$ cat config.mk
export PLATFORM = sky130hd
export DESIGN_NAME = axis_1553_decoder
export DESIGN_NICKNAME = d
export VERILOG_FILES = /design/src/rtl/axis_1553_decoder.sv
export SDC_FILE = /design/constraint.sdc
export NUM_CORES = 1
export LEC_CHECK = 0
export CAP_MARGIN = 20
export CORE_ASPECT_RATIO = 0.75
export CORE_MARGIN = 2
export CORE_UTILIZATION = 35
export CTS_CLUSTER_SIZE = 40
export DETAILED_ROUTE_END_ITERATION = 6
export HOLD_SLACK_MARGIN = 0.08
export SETUP_SLACK_MARGIN = 0.3
export SKIP_LAST_GASP = 1
export SYNTH_ARGS = -nofsm -noshare
export SYNTH_HDL_FRONTEND = slang
export SYNTH_SLANG_ARGS = --single-unit
$ cat constraint.sdc
create_clock -name aclk -period 2.5 [get_ports aclk]
set_input_delay 0.5 -clock aclk [delete_from_list [all_inputs] [get_ports aclk]]
set_output_delay 0.5 -clock aclk [all_outputs]
set_load 0.1 [all_outputs]
$ cat src/rtl/axis_1553_decoder.sv
// MIL-STD-1553 Manchester II receiver: finds the 3 us sync, decodes 16 data bits
// plus odd parity and presents each word as a single AXI-Stream beat.
module axis_1553_decoder #(
  parameter int clock_speed = 20000000
) (
  input  logic        aclk,
  input  logic        arstn,
  input  logic [1:0]  diff,
  output logic [15:0] m_axis_tdata,
  output logic [7:0]  m_axis_tuser,
  output logic        m_axis_tvalid,
  input  logic        m_axis_tready
);

  localparam int BIT  = clock_speed / 1000000;
  localparam int HALF = BIT / 2;
  localparam int CW   = $clog2(4 * BIT);

  localparam logic [CW-1:0] S1_MIN  = CW'(5 * BIT / 4);
  localparam logic [CW-1:0] S1_MAX  = CW'(7 * BIT / 4);
  localparam logic [CW-1:0] S2_END  = CW'(3 * HALF - 1);
  localparam logic [CW-1:0] SMP1    = CW'(HALF / 2);
  localparam logic [CW-1:0] SMP2    = CW'(HALF + HALF / 2);
  localparam logic [CW-1:0] BIT_END = CW'(BIT - 1);

  typedef enum logic [2:0] {IDLE, SYNC1, SYNC2, DATA, DONE} state_t;

  logic [1:0]    meta, lvl, prev;
  logic          is_hi, is_lo, is_idle, accept;
  state_t        state;
  logic [CW-1:0] cnt;
  logic [4:0]    bit_idx;
  logic [15:0]   shreg;
  logic          rec_hi, first_smp, man_err, par_err, ovf;

  assign is_hi   = (lvl == 2'b10);
  assign is_lo   = (lvl == 2'b01);
  assign is_idle = !(is_hi || is_lo);
  assign accept  = m_axis_tvalid && m_axis_tready;

  always_ff @(posedge aclk) begin
    if (!arstn) begin
      meta <= 2'b00;
      lvl  <= 2'b00;
      prev <= 2'b00;
    end else begin
      meta <= diff;
      lvl  <= meta;
      prev <= lvl;
    end
  end

  always_ff @(posedge aclk) begin
    if (!arstn) begin
      state         <= IDLE;
      cnt           <= '0;
      bit_idx       <= '0;
      shreg         <= '0;
      rec_hi        <= 1'b0;
      first_smp     <= 1'b0;
      man_err       <= 1'b0;
      par_err       <= 1'b0;
      ovf           <= 1'b0;
      m_axis_tvalid <= 1'b0;
      m_axis_tdata  <= '0;
      m_axis_tuser  <= '0;
    end else begin
      if (accept)
        m_axis_tvalid <= 1'b0;

      case (state)
        IDLE: begin
          if (lvl != prev && !is_idle) begin
            rec_hi  <= is_hi;
            cnt     <= '0;
            bit_idx <= '0;
            man_err <= 1'b0;
            state   <= SYNC1;
          end
        end

        SYNC1: begin
          if (is_idle) begin
            state <= IDLE;
          end else if (is_hi == rec_hi) begin
            // Give up as soon as the first half is too long to ever qualify.
            if (cnt > S1_MAX)
              state <= IDLE;
            else
              cnt <= cnt + CW'(1);
          end else if (cnt >= S1_MIN && cnt <= S1_MAX) begin
            cnt   <= CW'(1);
            state <= SYNC2;
          end else begin
            state <= IDLE;
          end
        end

        SYNC2: begin
          if (is_idle) begin
            state <= IDLE;
          end else if (cnt == S2_END) begin
            cnt   <= '0;
            state <= DATA;
          end else begin
            cnt <= cnt + CW'(1);
          end
        end

        DATA: begin
          if (is_idle) begin
            state <= IDLE;
          end else begin
            if (cnt == SMP1)
              first_smp <= is_hi;
            if (cnt == SMP2) begin
              if (first_smp == is_hi)
                man_err <= 1'b1;
              if (bit_idx < 5'd16) begin
                shreg <= {shreg[14:0], first_smp};
              end else begin
                par_err <= ~(^shreg ^ first_smp);
                state   <= DONE;
              end
            end
            if (cnt == BIT_END) begin
              cnt     <= '0;
              bit_idx <= bit_idx + 5'd1;
            end else begin
              cnt <= cnt + CW'(1);
            end
          end
        end

        DONE: begin
          state <= IDLE;
          // A slot freed by this clock's handshake may take the new word.
          if (!m_axis_tvalid || m_axis_tready) begin
            m_axis_tvalid <= 1'b1;
            m_axis_tdata  <= shreg;
            m_axis_tuser  <= {rec_hi, ~rec_hi, 3'b000, ovf, par_err, man_err};
            ovf           <= 1'b0;
          end else begin
            ovf <= 1'b1;
          end
        end

        default: state <= IDLE;
      endcase
    end
  end

endmodule
Word level (Yosys, flattened, before mapping)

Cells that the tools add are included.

Register bits after elaboration: 64
Bits in latches: 0
Memory bits (writable): 0
ROM bits: 0
Input port bits: 5
Output and inout bits: 25
Logic and storage cells: 104
Memories kept: 0

$add $sub $neg: 2
Multipliers: 0
Div/mod/pow operators: 0
$lt $le $gt $ge: 4
Eq/ne operators: 26
Shifts and indexed selects: 0
Mux-type cells: 34
Bitwise gates (word level): 4
Reductions and logical operators: 19

Operators by type and width:

| cell                                                                            | number |
|---|---|
| 7-bit two-way mux                                                               | 9 |
| 7-bit case mux with 4 select lines                                              | 1 |
| 3-bit two-way mux                                                               | 9 |
| 16-bit XOR reduction                                                            | 1 |
| 5-bit two-way mux                                                               | 3 |
| 3-bit != test, second input constant                                            | 5 |
| 7-bit by 5-bit equality test with 1-bit output, second input constant           | 2 |
| 2-bit != test, second input constant                                            | 7 |
| 3-bit case mux with 4 select lines                                              | 1 |
| 4-bit AND reduction                                                             | 3 |
| 5-bit case mux with 2 select lines                                              | 1 |
| 5-bit AND reduction                                                             | 2 |
| 1-bit two-way mux                                                               | 8 |
| 7-bit by 1-bit adder with 7-bit output, second input constant                   | 1 |
| 7-bit by 3-bit equality test with 1-bit output, second input constant           | 1 |
| 7-bit by 4-bit equality test with 1-bit output, second input constant           | 1 |
| 7-bit by 5-bit >= comparator with 1-bit output, second input constant           | 1 |
| 7-bit by 6-bit greater-than comparator with 1-bit output, second input constant | 1 |
| 7-bit by 6-bit <= comparator with 1-bit output, second input constant           | 1 |
| 7-bit AND reduction                                                             | 1 |
| 3-bit by 2-bit equality test with 1-bit output, second input constant           | 2 |
| 5-bit by 1-bit adder with 5-bit output, second input constant                   | 1 |
| 5-bit less-than comparator, second input constant                               | 1 |
| 4-bit != test, second input constant                                            | 1 |
| 18 further kinds                                                                | 25 |

Depth between registers and ports, before layout

Depth in word-level cells: 6
Mapped depth: 9
Gate-level depth less buffers: 7

Least setup slack after synthesis

Ideal clock, no wire load.

Path kind: register to register
Start point: reg cnt[2]
End point: reg cnt[1]
Library setup time: 149 ps
Data arrival time: 1925 ps
Data required time: 2351 ps
Setup slack: 426 ps
Stages on the path, launching flop included: 8
Buffers on the path: 2
Clock period less this slack: 2074 ps
Cell sequence: dfxtp_1 buf_6 or4_1 a31o_1 and3_4 buf_2 a211oi_1 a211oi_1

Longest elaborated chain between the ends: 4
Elaborated cells between the ends (all ways): 14
Classes of those cells: 3 x order compare; 4 x eq/ne; 5 x mux; 2 x reduce/logical

Ends and longest elaborated chain:

| element                                                                                    | RTL line | source |
|---|---|---|
| start: declaration                                                                         | 31       | `logic [CW-1:0] cnt;` |
| start signal: assignment                                                                   | 90       | `cnt <= cnt + CW'(1);` |
| start signal: assignment                                                                   | 106      | `cnt <= cnt + CW'(1);` |
| start signal: assignment                                                                   | 130      | `cnt <= cnt + CW'(1);` |
| 7-bit by 5-bit >= comparator with 1-bit output (tied with other cells)                     | 91       | `end else if (cnt >= S1_MIN && cnt <= S1_MAX) begin` |
| 1-bit logical AND (tied with other cells)                                                  | 91       |  |
| 3-bit != test (no line) (tied with other cells)                                            | --       |  |
| 7-bit AND reduction (no line) / 7-bit case mux with 4 select lines (equally long branches) | --       |  |

Several ways; a longest one is shown, not always the timed one. The select of a mux whose other input is x is not followed.
A chain may end at the register's enable or synchronous reset.

Final worst setup path

Start point: reg cnt[2]
End point: reg cnt[5]

Longest elaborated chain between the ends: 5
Elaborated cells between the ends (all ways): 18
Classes of those cells: 1 x add/sub; 3 x order compare; 4 x eq/ne; 8 x mux; 2 x reduce/logical

Ends and longest elaborated chain:

| element                                | RTL line     | source |
|---|---|---|
| 7-bit by 1-bit adder with 7-bit output | 90, 106, 130 |  |
| 7-bit two-way mux                      | 87           | `if (cnt > S1_MAX)` |
| 7-bit two-way mux                      | 85           | `end else if (is_hi == rec_hi) begin` |
| 7-bit two-way mux                      | 83           | `if (is_idle) begin` |
| 7-bit case mux with 4 select lines     | 71           | `case (state)` |

Several ways; a longest one is shown, not always the timed one. The select of a mux whose other input is x is not followed.

==> out/results.txt <==
Outcome = finished, final reports clean
H-tree depth = 3
Leak = 1.242 nW
CP Capture Type = flip-flop
Hold depth = 1
CTS sink cnt = 64
Share of power burned in registers = 0.504
Post-synth top area share = 0.4456
RSZ-0062 raised after global routing = yes
Async SR Flop Fraction = 0
Arr. time, crit path = 2.42 ns
Starting density of the core = 0.3631
Worst r2r path cells = 5
Reg-to-reg endpoint = cnt[5]$_SDFFE_PN0P_
Clock power frac = 0.450
CTS Root Cell = clkbuf_8
First-pass GRT wire length = 10.49 mm
Final setup skew = 0.009169 ns
Final setup fails = 0
VDD IR-drop max = 0.0002878 V
Synth-to-layout area growth = 20.97%
Final period utilization = 0.8674
Die X = 108.7 um
DRC viols = 0
Gate Count Post-Synth = 349
Yosys cell types = 50
Buffers on Ports = 26
Synthesized area = 2875 sq um
Max transition margin = 0.5669
Max Buffers Root-to-Sink = 2
R2r setup slk = 0.33 ns
Post-synth top flop = dfxtp_1
Hold_buf cts = 0
IO Count = 30
Post-detail-place hpwl = 4.274 mm
Internal Pwr Total = 1.569 mW
DIE AREA = 8964 sq um
Placed cell count = 470
Final RePlAce weighted congestion = 0.9430
Number of synthesized flops with an enable pin = 0
CP Data Required Time = 2.75 ns
Area contributors post-synth = dfxtp_1 (45%), nand2_1 (11%), a21oi_1 (7.7%)
WL final = 6.529 mm
Via count = 2449
Non-filler cells, final = 490
Router iterations before antenna repair = 5
GRT Overall Usage = 0.1554
Vias/cell = 4.998
Most common cell after layout, fill and taps aside = nand2_1
Net Switching = 0.4683 mW
Vias in the first global route = 2155
Final ANT Viol Nets = 0
Area leader, netlist = dfxtp_1
Cts bufs inserted = 9
GRT overflow = 0
Most frequent cells in the layout = nand2_1 (83), dfxtp_1 (60), a21oi_1 (44)
Share of cells above drive strength 1 = 0.1740
ANT cells = 0
Register bit total from synthesis = 64
1st-iter DRT viols = 206
Synth warn = 0
Register area share after synthesis = 0.4456
Critical path type = reg2reg
Die Y = 82.50 um
Hold endpoint = lvl[0]$_SDFF_PN0_
TNS Setup = 0 ns
Crit path max fanout = 10
Maximum clock frequency = 461.1 MHz
Syn Area/Cell = 8.239 sq um
Sw frac = 0.2298
Final count of hold timing violations = 0
Initial antenna violation count = 0
Max-cap violations = 0
Worst setup SP type = flip-flop
Reg-to-reg critical path startpoint = cnt[2]$_SDFFE_PN0P_
NumNets Final = 389
Worst hold-check path type = reg2reg
Worst Max-Slew Pin Slew = 0.6486 ns
Slew Viols, Final = 0
Pwr per Cell Area = 585.8 nW/um^2
Drt wl/cell = 13.32 um
Std-Cell Rows = 28
CORE AREA = 7918 sq um
CTS clk-pin slew, worst paths = 0.06 ns
Later-pin clock latency in the skew report = 0.34 ns
Largest net degree at the start of global routing = 32
Min Tclk post-route = 2.169 ns
CTS tree = built
Comb power frac = 0.047
Hold Path Origin = meta[0]$_SDFF_PN0_
==> power groups by stage <==
stage                     Clock (mW)  Combinational (mW)  Sequential (mW)
after global placement             0              0.0912             1.05
after detailed placement           0              0.0916             1.05
final                          0.916              0.0956             1.03
after CTS                      0.944              0.0939             1.03
after floorplan                    0              0.0703             1.05
after global routing           0.976               0.103             1.03
==> worst max-delay path, stage by stage (launching register included) <==
cell and delay, ns:
dfxtp_4 0.38, or4_1 0.52, a31o_1 0.23, and3_4 0.20
or4_1 0.52, a211oi_2 0.23
==> cell families after synthesis <==
family	synth area share
simple gates	0.2363
compound gates	0.1684
flops	0.4456
buf+inv	0.04830
xor+xnor	0.06876
fa+ha+maj	0.01741
mux	0.01393
other cells	0.001304
==> sequential cells by signal, summed over array words and instances, names as in the netlist <==
register and cells:
shreg 16, bit_idx 5, m_axis_tvalid 1, par_err 1
rec_hi 1, state 3, meta 2, man_err 1
prev 2, m_axis_tuser 5, first_smp 1, cnt 7
lvl 2, ovf 1, m_axis_tdata 16
==> worst max path at each step <==
stage | slack [ns] | end | cells after the start | from
CTS | 0.35 | cnt[3]$_SDFFE_PN0P_ | 5 | cnt[2]$_SDFFE_PN0P_
floorplan | 0.43 | cnt[1]$_SDFFE_PN0P_ | 7 | cnt[2]$_SDFFE_PN0P_
global placement | 0.29 | cnt[1]$_SDFFE_PN0P_ | 5 | cnt[2]$_SDFFE_PN0P_
detailed placement | 0.27 | cnt[3]$_SDFFE_PN0P_ | 7 | cnt[0]$_SDFFE_PN0P_
finish | 0.33 | cnt[5]$_SDFFE_PN0P_ | 5 | cnt[2]$_SDFFE_PN0P_
global route | 0.26 | cnt[5]$_SDFFE_PN0P_ | 5 | cnt[2]$_SDFFE_PN0P_
==> Yosys cell counts (all sizes together), types with 4 or more instances <==
cell type and count:
nand3 8, buf 7, xnor2 18, o31ai 6
clkbuf 16, a21oi 44, o21ai 4, and2 6
nand4 4, nand2 83, a211oi 10, dfxtp 64
ha 4, or4 6, nor2 15, mux2i 4
inv 8
==> routing by layer <==
layer / vias up / track usage / routed length [um]
met1: 1114 / 0.2162 / 3464
met4: 0 / 0.07051 / 89
met3: 9 / 0.05573 / 370
met2: 61 / 0.2131 / 2605
met5: - / 0 / 0
li1: 1265 / - / -
==> per-stage QoR <==
stage,total power [mW],instance area (sq um),util,worst slack (ns),hold slack (ns)
detailed placement,1.142,3206,0.4049,0.2679,0.4199
finish,2.038,3478,0.4393,0.3314,0.4355
floorplan,1.119,2883,-,0.4259,0.4119
CTS,2.065,3420,0.4319,0.3451,0.4354
global route,2.105,3478,0.4393,0.2563,0.4477
global placement,1.142,3206,0.4049,0.2940,0.4169
==> final cells by class <==
| cell class | count | area (sq um) |
|---|---|---|
| Clock buffer | 14 | 162.7 |
| Clock inverter | 2 | 37.54 |
| Fill cell | 811 | 4439 |
| Inverter | 8 | 30.03 |
| Multi-Input combinational cell | 257 | 1493 |
| Sequential cell | 64 | 1289 |
| Tap cell | 105 | 131.4 |
| Timing Repair Buffer | 40 | 335.3 |
==> timing repair <==
item	CTS	global route
endpoints found under the setup margin	6	7
gates cloned	0	1
gates resized for setup	2	10
buffers inserted	1	2
hold endpoints to repair	0	0
pin swaps	1	1
(Power assumes the default switching activity.)
